File: config.mk
export PLATFORM = sky130hd
export DESIGN_NAME = polara_sat_counter
export DESIGN_NICKNAME = d
export VERILOG_FILES = /design/src/rtl/polara_sat_counter.sv
export SDC_FILE = /design/constraint.sdc
export NUM_CORES = 1
export LEC_CHECK = 0
export BUFFER_PORTS_ARGS = -buffer_cell sky130_fd_sc_hd__buf_2
export CELL_PAD_IN_SITES_DETAIL_PLACEMENT = 1
export CELL_PAD_IN_SITES_GLOBAL_PLACEMENT = 1
export CORE_MARGIN = 1
export CORE_UTILIZATION = 35
export DETAILED_ROUTE_END_ITERATION = 8
export PLACE_DENSITY_LB_ADDON = 0.08
export REMOVE_ABC_BUFFERS = 1
export SLEW_MARGIN = 10
export SYNTH_ARGS = -nofsm -noshare
export SYNTH_HDL_FRONTEND = slang
export SYNTH_SLANG_ARGS = --single-unit
File: constraint.sdc
create_clock -name chipset_clk -period 2.1 [get_ports chipset_clk]
set_input_delay 0.21 -clock chipset_clk [delete_from_list [all_inputs] [get_ports chipset_clk]]
set_output_delay 0.21 -clock chipset_clk [all_outputs]
set_load 0.01 [all_outputs]
File: src/rtl/polara_sat_counter.sv
// Saturating up-counter with synchronous reset and clear; clear has priority over increment.
module polara_sat_counter #(
  parameter int W = 32
) (
  input  logic         chipset_clk,
  input  logic         chipset_rst,
  input  logic         clr,
  input  logic         inc,
  output logic [W-1:0] cnt
);

  always_ff @(posedge chipset_clk) begin
    if (chipset_rst || clr) begin
      cnt <= '0;
    end else if (inc && !(&cnt)) begin
      cnt <= cnt + 1'b1;
    end
  end

endmodule

==> impl_metrics.csv <==
group,metric,value,unit
outcome,status,"finished with violations",
outcome,violations,"negative setup slack",
sta,rsz0062_at_grt,"yes",
job,drv_cap,0,
critical_path,path_class,"reg2reg",
clock_network,hold_buffers,0,
logic_synthesis,synth.avg_cell_area,8.44,µm²
clock_network,cts-htree-levels,2,
place,gp_congestion,0.715,
logic_synthesis,yosysMostFrequentCell,"dfxtp_1",
layout,fill_cells,530,
critical_path,path_max_fanout,6,
pwr,power_density,535,nW/µm²
drt,vias,1775,
drt,vias_per_cell,5.90,
sta,worst-slew-pin-transition,0.651,ns
critical_path,path_cells,"ha_4 > nand4_1 > or4_4 > o31ai_4 > buf_4 > buf_12 > mux2i_1 > nor2_1",
logic_synthesis,synth_top_area_share,39.1,%
sta,setup_slack,-0.00432,ns
grt,grt_antenna_before_repair,0,
logic_synthesis,syn_area,1640,µm²
place,dp_cells,286,
die,dieArea,4950,µm²
place,dpl-instance-area,1930,µm²
place,dp_slack,-0.0370,ns
clock_network,cts_tree,"yes",
drt,drt_first_iter_violations,82,
layout,finalNetCount,253,
sta,hold_viol_final,0,
grt,grt_pass1_wl,8060,µm
layout,final_cells,301,
pwr,p_leak,0.780,nW
drt,remaining_drc_errors,0,
drt,wire_per_inst,16.4,µm
grt,overflow,0,
die,initial_core_util,37.1,%
grt,grt_max_degree,33,
logic_synthesis,ys.flop_type,"dfxtp_1",
critical_path,reg2regPathDepth,8,
min_path,hold_path_end,"cnt[21]",
logic_synthesis,yosysUniqueCellTypes,34,
logic_synthesis,synth_edf_count,0,
critical_path,crit_path_max_incr_delay,0.58,ns
clock_network,clk-insertion-delay-late,0.28,ns
grt,grtUsageTotal,20.5,%
clock_network,clk_pin_slew_worst_paths,0.06,ns
clock_network,cts.path.max_buffers,2,
clock_network,numCtsBuffers,5,
sta,relSlewSlack,56.6,%
critical_path,cpLargestDelayFamily,"simple AND/OR/NAND/NOR gates",
drt,totalWireLength,4940,µm
critical_path,r2r_start,"cnt[1]",
min_path,holdPathStages,5,
logic_synthesis,async_flop_share,0,%
logic_synthesis,postSynthCellCount,194,
logic_synthesis,synth.yosys.warnings,0,
die,ios,36,
logic_synthesis,synth-seq-area-share,39.1,%
critical_path,arrival,2.25,ns
place,place_hpwl,3330,µm
critical_path,worstPathRequired,2.24,ns
drt,ant_nets,0,
die,core_area,4410,µm²
layout,n_antenna_cell,0,
critical_path,regToRegSetupSlack,-0.004,ns
critical_path,r2r-end,"cnt[1]",
layout,multi_input_area,972,µm²
critical_path,cp-end-kind,"register",
sta,fin_skew,0.00168,ns
logic_synthesis,yosys.area.top_type,"dfxtp_1",
layout,seqCellArea,649,µm²
drt,drtPass1Iterations,4,
logic_synthesis,synth-seq-cells,32,
place,numPortBuffers,35,
critical_path,startpoint_type,"register",
die,die_h,70.4,µm
die,die_x,70.4,µm
layout,layout-drive-gt1-share,30.9,%
layout,final_area,2160,µm²
sta,period_share,100,%
layout,top_register,"cnt",
layout,top_regs,"cnt: 32 flops",
min_path,hp-start,"chipset_rst",
clock_network,clock_sinks,32,
sta,setup_violations,2,
clock_network,root_buffer,"clkbuf_8",
layout,postLayoutCoreUtil,49.0,%
pwr,irDropWorstVdd,0.322,mV
sta,finalMaxSlewViolations,0,
layout,area_growth,32.3,%
logic_synthesis,yosys-top-cells-area,"dfxtp_1 39%, a21oi_1 8.0%, or3_1 5.7%, o31ai_1 5.5%, or4_1 5.5%",
sta,period_minus_slack,2.10,ns
logic_synthesis,synth_common_cells,"32 x dfxtp_1, 26 x a21oi_1, 15 x or3_1",
grt,grt_pass1_vias,1716,
critical_path,cpMaxStageDelayCell,"or4_4",
die,rows,24,
sta,clock.fmax,475,MHz
sta,timing.hold.ws,0.374,ns
layout,largest_register_ffs,32,
critical_path,path_buf_inv,2,
min_path,worstHoldPathType,"in2reg",
power breakdown:
part | internal, mW | total (mW) | switching [mW]
registers | 0.608 | 0.610 | 0.00137
logic | 0.0239 | 0.0536 | 0.0297
clock network | 0.267 | 0.494 | 0.227
per-stage QoR:
| step | power [mW] | TNS, ns |
|---|---|---|
| detailed placement | 0.661 | -0.0408 |
| CTS | 1.15 | 0 |
| finish | 1.16 | -0.00770 |
| global route | 1.21 | -0.804 |
| global placement | 0.659 | 0 |
| floorplan | 0.641 | -1.32 |
timing repair:
| action | in CTS | in global routing |
|---|---|---|
| pin swaps | 0 | 4 |
| setup buffers | 0 | 5 |
| setup endpoints to repair | 3 | 8 |
| resized for setup | 1 | 12 |
| gates cloned | 0 | 2 |
worst min-delay path, cell delays in order:
cell     delay (ns)
buf_2          0.08
nor2_1         0.03
nand2_1        0.05
a21oi_1        0.04
a31o_2         0.20
cell usage in the layout, fill, tap and decap left out, drive strengths merged, types with 3 or more instances in the layout:
| cell | synthesis | layout |
|---|---|---|
| or4 | 13 | 13 |
| o21ai | 13 | 13 |
| buf | 3 | 53 |
| nand3 | 10 | 10 |
| clkbuf | 5 | 10 |
| and4 | 5 | 5 |
| inv | 4 | 4 |
| o31ai | 13 | 13 |
| nand4 | 11 | 11 |
| dfxtp | 32 | 32 |
| nor2 | 11 | 11 |
| nand2 | 13 | 13 |
| xor2 | 3 | 3 |
| or3 | 15 | 15 |
| a21oi | 26 | 26 |
final cells by class:
| class | instances | share of cell area [%] |
|---|---|---|
| Clock buffer | 8 | 4.16 |
| Timing Repair Buffer | 55 | 17.2 |
| Multi-Input combinational cell | 150 | 44.9 |
| Inverter | 4 | 0.694 |
| Sequential cell | 32 | 30.0 |
| Tap cell | 52 | 3.01 |
logic make-up after synthesis:
| group | share of synthesized area [%] |
|---|---|
| xor gates and xnor gates | 2.14 |
| muxes | 0.612 |
| adders and majority gates | 0.764 |
| buffers and inverters | 4.28 |
| DFF | 39.1 |
| and+or+nand+nor | 31.6 |
| AOI/OAI and AO/OA | 21.5 |
worst max-delay path by stage:
stage | start | to | slack (ns) | depth (start not counted)
2_1_floorplan | cnt[0] | cnt[1] | -0.13 | 6
3_3_place_gp | cnt[10] | cnt[17] | 0.11 | 5
3_5_place_dp | cnt[7] | cnt[17] | -0.04 | 5
4_1_cts | cnt[7] | cnt[23] | 0.003 | 5
5_1_grt | cnt[6] | cnt[1] | -0.1 | 7
6_report | cnt[1] | cnt[1] | -0.004 | 8
routing by layer:
layer	GRT usage, %	vias to the layer above	share of wire (%)	wire, µm
li1	-	864	-	-
met1	26.5	864	45	2200
met2	32.8	40	50	2450
met3	5.77	7	4.7	234
met4	6.67	0	1.1	55
met5	0	-	0	0
(Power assumes the default switching activity.)
